[src/rtl/flash_sample_reader_if.sv]
// Flash read bus: read/waitrequest request phase plus readdatavalid return.
// The reader drives the master side; the flash (or its model) sits on the slave side.
interface flash_sample_reader_if #(
   parameter int unsigned ADDR_W = 23
);
   logic              flash_mem_read;
   logic              flash_mem_waitrequest;
   logic [ADDR_W-1:0] flash_mem_address;
   logic [31:0]       flash_mem_readdata;
   logic              flash_mem_readdatavalid;

   modport master (
      output flash_mem_read,
      output flash_mem_address,
      input  flash_mem_waitrequest,
      input  flash_mem_readdata,
      input  flash_mem_readdatavalid
   );

   modport slave (
      input  flash_mem_read,
      input  flash_mem_address,
      output flash_mem_waitrequest,
      output flash_mem_readdata,
      output flash_mem_readdatavalid
   );
endinterface

[src/rtl/flash_sample_reader.sv]
// Fetches 32-bit flash words and hands them out as two 16-bit samples per word.
// Define FLASH_READER_BYTESWAP_EN to byte-swap every sample on getdata.
module flash_sample_reader #(
   parameter int unsigned       ADDR_W     = 23,
   parameter logic [ADDR_W-1:0] FIRST_ADDR = '0,
   parameter logic [ADDR_W-1:0] LAST_ADDR  = 23'h7FFFF
) (
   input  logic                         clock50,
   input  logic                         rstn,
   input  logic [7:0]                   key_control,
   input  logic                         confirm_pass,
   flash_sample_reader_if.master        flash,
   output logic [15:0]                  getdata,
   output logic                         data_ready
);

   typedef enum logic [2:0] {S_IDLE, S_REQ, S_WAIT, S_HALF0, S_HALF1} state_t;

   localparam logic [7:0] KEY_F = 8'h46;
   localparam logic [7:0] KEY_B = 8'h42;
   localparam logic [7:0] KEY_R = 8'h52;

   state_t            state_q, state_d;
   logic [ADDR_W-1:0] addr_q, addr_d;
   logic [31:0]       word_q, word_d;
   logic              wdir_q, wdir_d;     // half order of the captured word, 1 = backward
   logic              dir_q, dir_d;       // playback direction, 1 = backward
   logic              rst_pend_q, rst_pend_d;
   logic [15:0]       getdata_q, getdata_d;
   logic              ready_q, ready_d;
   logic              restart_now;

   function automatic logic [15:0] fmt(input logic [15:0] s);
`ifdef FLASH_READER_BYTESWAP_EN
      return {s[7:0], s[15:8]};
`else
      return s;
`endif
   endfunction

   always_ff @(posedge clock50 or negedge rstn) begin
      if (!rstn) begin
         state_q    <= S_IDLE;
         addr_q     <= FIRST_ADDR;
         word_q     <= '0;
         wdir_q     <= 1'b0;
         dir_q      <= 1'b0;
         rst_pend_q <= 1'b0;
         getdata_q  <= '0;
         ready_q    <= 1'b0;
      end else begin
         state_q    <= state_d;
         addr_q     <= addr_d;
         word_q     <= word_d;
         wdir_q     <= wdir_d;
         dir_q      <= dir_d;
         rst_pend_q <= rst_pend_d;
         getdata_q  <= getdata_d;
         ready_q    <= ready_d;
      end
   end

   always_comb begin
      state_d    = state_q;
      addr_d     = addr_q;
      word_d     = word_q;
      wdir_d     = wdir_q;
      dir_d      = dir_q;
      rst_pend_d = rst_pend_q;
      getdata_d  = getdata_q;
      ready_d    = ready_q;

      case (key_control)
         KEY_F:   dir_d = 1'b0;
         KEY_B:   dir_d = 1'b1;
         default: ;
      endcase
      // An 'R' arriving in the same cycle as the boundary still counts for it.
      restart_now = rst_pend_q | (key_control == KEY_R);
      rst_pend_d  = restart_now;

      case (state_q)
         S_IDLE: state_d = S_REQ;
         S_REQ: begin
            if (!flash.flash_mem_waitrequest) state_d = S_WAIT;
         end
         S_WAIT: begin
            if (flash.flash_mem_readdatavalid) begin
               word_d    = flash.flash_mem_readdata;
               wdir_d    = dir_q;
               getdata_d = fmt(dir_q ? flash.flash_mem_readdata[31:16]
                                     : flash.flash_mem_readdata[15:0]);
               ready_d   = 1'b1;
               state_d   = S_HALF0;
            end
         end
         S_HALF0: begin
            if (confirm_pass) begin
               getdata_d = fmt(wdir_q ? word_q[15:0] : word_q[31:16]);
               state_d   = S_HALF1;
            end
         end
         S_HALF1: begin
            if (confirm_pass) begin
               ready_d    = 1'b0;
               state_d    = S_REQ;
               rst_pend_d = 1'b0;
               if (restart_now)
                  addr_d = dir_d ? LAST_ADDR : FIRST_ADDR;
               else if (!dir_d)
                  addr_d = (addr_q >= LAST_ADDR) ? FIRST_ADDR : addr_q + ADDR_W'(1);
               else
                  addr_d = (addr_q <= FIRST_ADDR) ? LAST_ADDR : addr_q - ADDR_W'(1);
            end
         end
         default: state_d = S_IDLE;
      endcase
   end

   assign flash.flash_mem_read    = (state_q == S_REQ);
   assign flash.flash_mem_address = addr_q;
   assign getdata                 = getdata_q;
   assign data_ready              = ready_q;

endmodule

[src/flat_wrapper.sv]
// flat-port wrapper written by rule: the top's interface ports become plain ports
module flash_sample_reader_flat 
#(
   parameter int unsigned       ADDR_W     = 23,
   parameter logic [ADDR_W-1:0] FIRST_ADDR = '0,
   parameter logic [ADDR_W-1:0] LAST_ADDR  = 23'h7FFFF
)
  (clock50, rstn, key_control, confirm_pass, getdata, data_ready, flash_flash_mem_read, flash_flash_mem_address, flash_flash_mem_waitrequest, flash_flash_mem_readdata, flash_flash_mem_readdatavalid);
  flash_sample_reader_if #(.ADDR_W(ADDR_W)) flash_i ();
  input  logic clock50;
  input  logic rstn;
  input  logic [7:0] key_control;
  input  logic confirm_pass;
  output logic [15:0] getdata;
  output logic data_ready;
  output wire logic [$bits(flash_i.flash_mem_read)-1:0] flash_flash_mem_read;
  output wire logic [$bits(flash_i.flash_mem_address)-1:0] flash_flash_mem_address;
  input wire logic [$bits(flash_i.flash_mem_waitrequest)-1:0] flash_flash_mem_waitrequest;
  input wire logic [$bits(flash_i.flash_mem_readdata)-1:0] flash_flash_mem_readdata;
  input wire logic [$bits(flash_i.flash_mem_readdatavalid)-1:0] flash_flash_mem_readdatavalid;
  assign flash_flash_mem_read = flash_i.flash_mem_read;
  assign flash_flash_mem_address = flash_i.flash_mem_address;
  assign flash_i.flash_mem_waitrequest = flash_flash_mem_waitrequest;
  assign flash_i.flash_mem_readdata = flash_flash_mem_readdata;
  assign flash_i.flash_mem_readdatavalid = flash_flash_mem_readdatavalid;
  flash_sample_reader #(.ADDR_W(ADDR_W), .FIRST_ADDR(FIRST_ADDR), .LAST_ADDR(LAST_ADDR)) u_core (.clock50(clock50), .rstn(rstn), .key_control(key_control), .confirm_pass(confirm_pass), .flash(flash_i), .getdata(getdata), .data_ready(data_ready));
endmodule
[config.mk]
export PLATFORM = sky130hd
export DESIGN_NAME = flash_sample_reader_flat
export DESIGN_NICKNAME = d
export VERILOG_FILES = /design/src/rtl/flash_sample_reader_if.sv /design/src/rtl/flash_sample_reader.sv /design/src/flat_wrapper.sv
export SDC_FILE = /design/constraint.sdc
export NUM_CORES = 1
export LEC_CHECK = 0
export CORE_UTILIZATION = 38
export CTS_BUF_LIST = sky130_fd_sc_hd__clkbuf_4
export DETAILED_ROUTE_END_ITERATION = 8
export GPL_TIMING_DRIVEN = 0
export MAX_ROUTING_LAYER = met4
export SYNTH_ARGS = -nofsm -noshare
export SYNTH_HDL_FRONTEND = slang
export SYNTH_SLANG_ARGS = --single-unit
[constraint.sdc]
create_clock -name clock50 -period 4.6 [get_ports clock50]
set_clock_uncertainty 0.15 [all_clocks]
set_input_delay 0.92 -clock clock50 [delete_from_list [all_inputs] [get_ports clock50]]
set_output_delay 0.92 -clock clock50 [all_outputs]
set_load 0.1 [all_outputs]
**Word level (Yosys, flattened, before mapping)**

Cells that the tools add are included.

- Register bits after elaboration: 78
- Input port bits: 45
- Output and inout bits: 41
- Logic and storage cells: 53

- Add/subtract/negate cells: 2
- $lt $le $gt $ge: 2
- Equality and inequality tests: 11
- Multiplexer cells: 21
- Bitwise logic cells: 1
- Reductions and logical operators: 8

Operators with widths:

| kind | number |
|---|---|
| 2-to-1 mux 23 bit | 4 |
| 2-to-1 mux 16 bit | 4 |
| one-hot mux 16 bit (2 select lines) | 1 |
| equality test 8 x 7 -> 1 bit, second input constant | 3 |
| adder 23 x 1 -> 23 bit, second input constant | 1 |
| greater-or-equal comparator 23 x 19 -> 1 bit, second input constant | 1 |
| less-or-equal comparator 23 x 1 -> 1 bit, second input constant | 1 |
| subtractor 23 x 1 -> 23 bit, second input constant | 1 |
| 2-to-1 mux 19 bit | 1 |
| one-hot mux 3 bit (5 select lines) | 1 |
| 2-to-1 mux 3 bit | 4 |
| != test 2 bit, second input constant | 4 |
| equality test 3 x 2 -> 1 bit, second input constant | 2 |
| AND reduction 3 bit | 2 |
| 2-to-1 mux 1 bit | 4 |
| one-hot mux 1 bit (2 select lines) | 2 |
| AND reduction 2 bit | 2 |
| AND reduction 4 bit | 1 |
| nonzero test 2 bit | 2 |
| equality test 3 x 1 -> 1 bit, second input constant | 1 |
| equality test 3 bit, second input constant | 1 |
| logical NOT 3 bit | 1 |
| bitwise OR 1 bit | 1 |

**Logic depth before layout (Yosys ltp)**

- Depth after elaboration: 4
- Depth in mapped cells: 9
- Mapped depth without buffers: 7

**Least setup slack after synthesis**

Ideal clock, no wire load.

- Path kind: register to output
- From: register u_core.state_q[0]
- To: output port flash_flash_mem_read
- Arrival time: 2.660 ns
- Data required time: 3.530 ns
- Path slack: 0.870 ns
- Stages on the path, launching flop included: 4
- Buffers on the path: 1
- Cell sequence: dfrtp_1 > clkbuf_1 > inv_1 > nor3_1

- Longest elaborated chain between the ends: 1

Ends and longest elaborated chain:

| item | RTL line | source |
|---|---|---|
| start, declared | flash_sample_reader.sv:23 | `state_t state_q, state_d;` |
| start signal, assigned | flash_sample_reader.sv:52 | `state_q <= state_d;` |
| equality test 3 x 1 -> 1 bit | flash_sample_reader.sv:120 | `assign flash.flash_mem_read = (state_q == S_REQ);` |
| end, declared | flat_wrapper.sv:16 | `output wire logic [$bits(flash_i.flash_mem_read)-1:0] flash_flash_mem_read;` |

No other way between the ends.

**Worst setup path in the final report**

Same ends and word-level chain as after synthesis.

==> flow_metrics.env <==
export IMPL_hpwl_um=9598
export IMPL_cts_buffers=9
export IMPL_clock_fmax_mhz=282.5
export IMPL_grt_pass1_wl_um=22020
export IMPL_ant_nets=0
export IMPL_clkLatencyLatePin_ns=0.47
export IMPL_post_cts_setup_buffers=0
export IMPL_post_cts_resized=0
export IMPL_synth_cell_types=58
export IMPL_switching_share=0.5217
export IMPL_syn_area_mm2=0.004683
export IMPL_fill_cells=1196
export IMPL_cts_tree="yes"
export IMPL_grt_max_degree=47
export IMPL_critPathArrivalTime_ns=2.47
export IMPL_path_buf_inv=3
export IMPL_multi_input_area_mm2=0.002507
export IMPL_ioPinCount=86
export IMPL_grt_pass1_vias=4251
export IMPL_via_per_inst=5.644
export IMPL_drtPass1Iterations=5
export IMPL_ys_ff_latch=78
export IMPL_clkPwrFrac=0.125
export IMPL_setup_viol=0
export IMPL_drc=0
export IMPL_path_cells="clkbuf_1, inv_1, nor3_1, clkdlybuf4s50_1"
export IMPL_drt_initial_drc_count=224
export IMPL_power_density_mw_per_mm2=672.9
export IMPL_drive_above_1_share=0.1490
export IMPL_fp_coreArea_mm2=0.01201
export IMPL_hold_class="in2async"
export IMPL_grt_overflow_total=0
export IMPL_die_width_um=113.0
export IMPL_htreeDepth=3
export IMPL_rsz0062_at_grt="no"
export IMPL_hold_ws_ns=0.2246
export IMPL_worst_r2r_path_depth=7
export IMPL_grt_usage=0.2285
export IMPL_seqCellArea_mm2=0.001952
export IMPL_fp_row_count=40
export IMPL_cp_start_kind="flip-flop"
export IMPL_crit_type="reg2out"
export IMPL_layout_common_cells="83 x clkdlybuf4s50_1, 78 x dfrtp_1, 50 x mux2_2"
export IMPL_num_vias=4244
export IMPL_path_max_fanout=7
export IMPL_tightest_slew_ns=1.002
export IMPL_ys_async_sr_fraction=1.000
export IMPL_ys_seq_area_frac=0.4168
export IMPL_ys_flop_type="dfrtp_1"
export IMPL_cts_hold_buf=0
export IMPL_finalCritPeriodShare=0.7696
export IMPL_period_needed_ns=3.540
export IMPL_leakage_uw=0.002293
export IMPL_crit_end="flash_flash_mem_read"
export IMPL_slew_headroom=0.3248
export IMPL_synth_edff_count=0
export IMPL_syn_instance_count=503
export IMPL_cp_required_ns=3.53
export IMPL_routedWlPerCell_um=17.69
export IMPL_die_area_mm2=0.01277
export IMPL_routabilityCongestion=0.9292
export IMPL_crit_family="buffers and inverters"
export IMPL_synth_top_area_share=0.4168
export IMPL_r2r_start="u_core.flash.flash_mem_address[7]"
export IMPL_die_height_um=113.0
export IMPL_max_stage_delay_ns=1.15
export IMPL_cts_buffer_depth=2
export IMPL_clk_pin_slew_worst_paths_ns=0.14
export IMPL_worstReg2RegEnd="u_core.flash.flash_mem_address[20]"
export IMPL_status="finished clean"
export IMPL_p_sw_uw=2073
export IMPL_setup_worst_path_start="u_core.state_q[0]"
export IMPL_path_depth=4
export IMPL_ys_warn_count=0
export IMPL_final_setup_tns_ns=0
export IMPL_cap_violations=0
export IMPL_crit_path_end_kind="output port"
export IMPL_yosys_area_top_type="dfrtp_1"
export IMPL_start_util=0.3899
export IMPL_hold_viol_final=0
export IMPL_finalMaxSlewViolations=0
export IMPL_vdd_drop_max_mv=0.4880
export IMPL_root_buffer="clkbuf_4"
export IMPL_antenna_found_initial=0
export IMPL_area_growth_pct=26.08
export IMPL_avgSynthCellArea_um2=9.311
export IMPL_layout_commonest_cell="clkdlybuf4s50_1"
export IMPL_cts_sinks=78
export IMPL_timing_reg2reg_setup_slack_ns=1.13
export IMPL_p_int_uw=1900
export IMPL_syn_num_nets=551
export IMPL_port_buffers=84
export IMPL_routed_wl_um=13300
export IMPL_seqPwrFrac=0.283
export IMPL_ys_top_cells_by_area="dfrtp_1 42%, mux2_2 12%, mux2i_1 4.3%"
export IMPL_final_nets=647
export IMPL_p_comb_frac=0.592
export IMPL_critPathSlowestCell="clkdlybuf4s50_1"
==> through the flow <==
stage	cells	instance area (um^2)	setup WS [ns]	utilization	total power [uW]
after floorplan	503	4683	0.8703	-	2884
after global placement	734	5708	-0.3255	0.4752	3455
after detailed placement	735	5733	0.7096	0.4773	3493
after CTS	751	5902	1.034	0.4914	3994
after global routing	751	5902	0.8035	0.4914	4210
final	752	5904	1.060	0.4916	3973
==> sequential cells by signal, summed over array words and instances, names as in the netlist <==
register                        cells
u_core.word_q                      32
u_core.data_ready                   1
u_core.getdata                     16
u_core.dir_q                        1
u_core.state_q                      3
u_core.flash.flash_mem_address     23
u_core.rst_pend_q                   1
u_core.wdir_q                       1
==> synth_stat cells (2+ instances only) <==
| cell type | count |
|---|---|
| a32o_1 | 3 |
| mux2_2 | 50 |
| or3_1 | 3 |
| dfrtp_1 | 78 |
| a31oi_1 | 7 |
| o21ai_0 | 35 |
| mux2i_1 | 20 |
| a41oi_1 | 2 |
| o22ai_1 | 3 |
| nor3b_1 | 3 |
| and3_1 | 4 |
| a21o_1 | 5 |
| inv_1 | 12 |
| o21a_1 | 5 |
| o211ai_1 | 2 |
| a211o_1 | 6 |
| or4_1 | 4 |
| or2_2 | 5 |
| nand2_1 | 37 |
| buf_2 | 8 |
| o22a_1 | 2 |
| o31ai_1 | 7 |
| clkbuf_1 | 30 |
| ha_1 | 3 |
| a21oi_1 | 34 |
| nor3_1 | 14 |
| nand3_1 | 18 |
| buf_1 | 4 |
| nor4_1 | 14 |
| o21ai_1 | 2 |
| o311ai_0 | 3 |
| xnor2_1 | 9 |
| nand4_1 | 7 |
| nand2b_1 | 2 |
| nor2_1 | 39 |
==> power by group through the flow <==
stage          clock network (uW)  registers, uW  logic, uW
2_1_floorplan                   0           1920        960
3_3_place_gp                    0           1130       2330
3_5_place_dp                    0           1140       2350
4_1_cts                       510           1130       2360
5_1_grt                       540           1170       2500
6_report                      495           1120       2350
==> layout make-up <==
class                      instances  share of cell area
antenna                            1           0.0004238
clock buffer                      10             0.01271
inverter                          12            0.007629
clock inverter                     6             0.01589
sequential                        78              0.3306
multi-input combinational        370              0.4247
timing repair buffer              85              0.1466
buffer                            43             0.03030
tap                              147             0.03115
==> layer usage <==
layer | up-vias | wire (um) | GRT usage
li1 | 2035 | - | -
met1 | 2065 | 5907 | 0.2767
met2 | 115 | 6550 | 0.3824
met3 | 29 | 533 | 0.03267
met4 | 0 | 310 | 0.09561
met5 | - | 0 | -
==> logic make-up (layout without fill, tap and decap cells) <==
group	count (synthesis)	after routing	synth area share
xor+xnor	10	10	0.01870
fa+ha+maj	3	3	0.008016
mux	70	70	0.1630
simple gates	160	160	0.1721
other cells	0	1	0
compound gates	127	127	0.1737
buf+inv	55	156	0.04782
flops	78	78	0.4168
==> worst min path at each step <==
stage / start / to / cells past startpoint
6_report: rstn / u_core.word_q[25] / 1
5_1_grt: rstn / u_core.word_q[27] / 1
4_1_cts: rstn / u_core.word_q[25] / 1
3_5_place_dp: u_core.getdata[7] / u_core.getdata[7] / 2
3_3_place_gp: u_core.getdata[15] / u_core.getdata[15] / 2
2_1_floorplan: u_core.word_q[19] / u_core.word_q[19] / 1
Note: power is estimated with default switching activity, not from simulation.
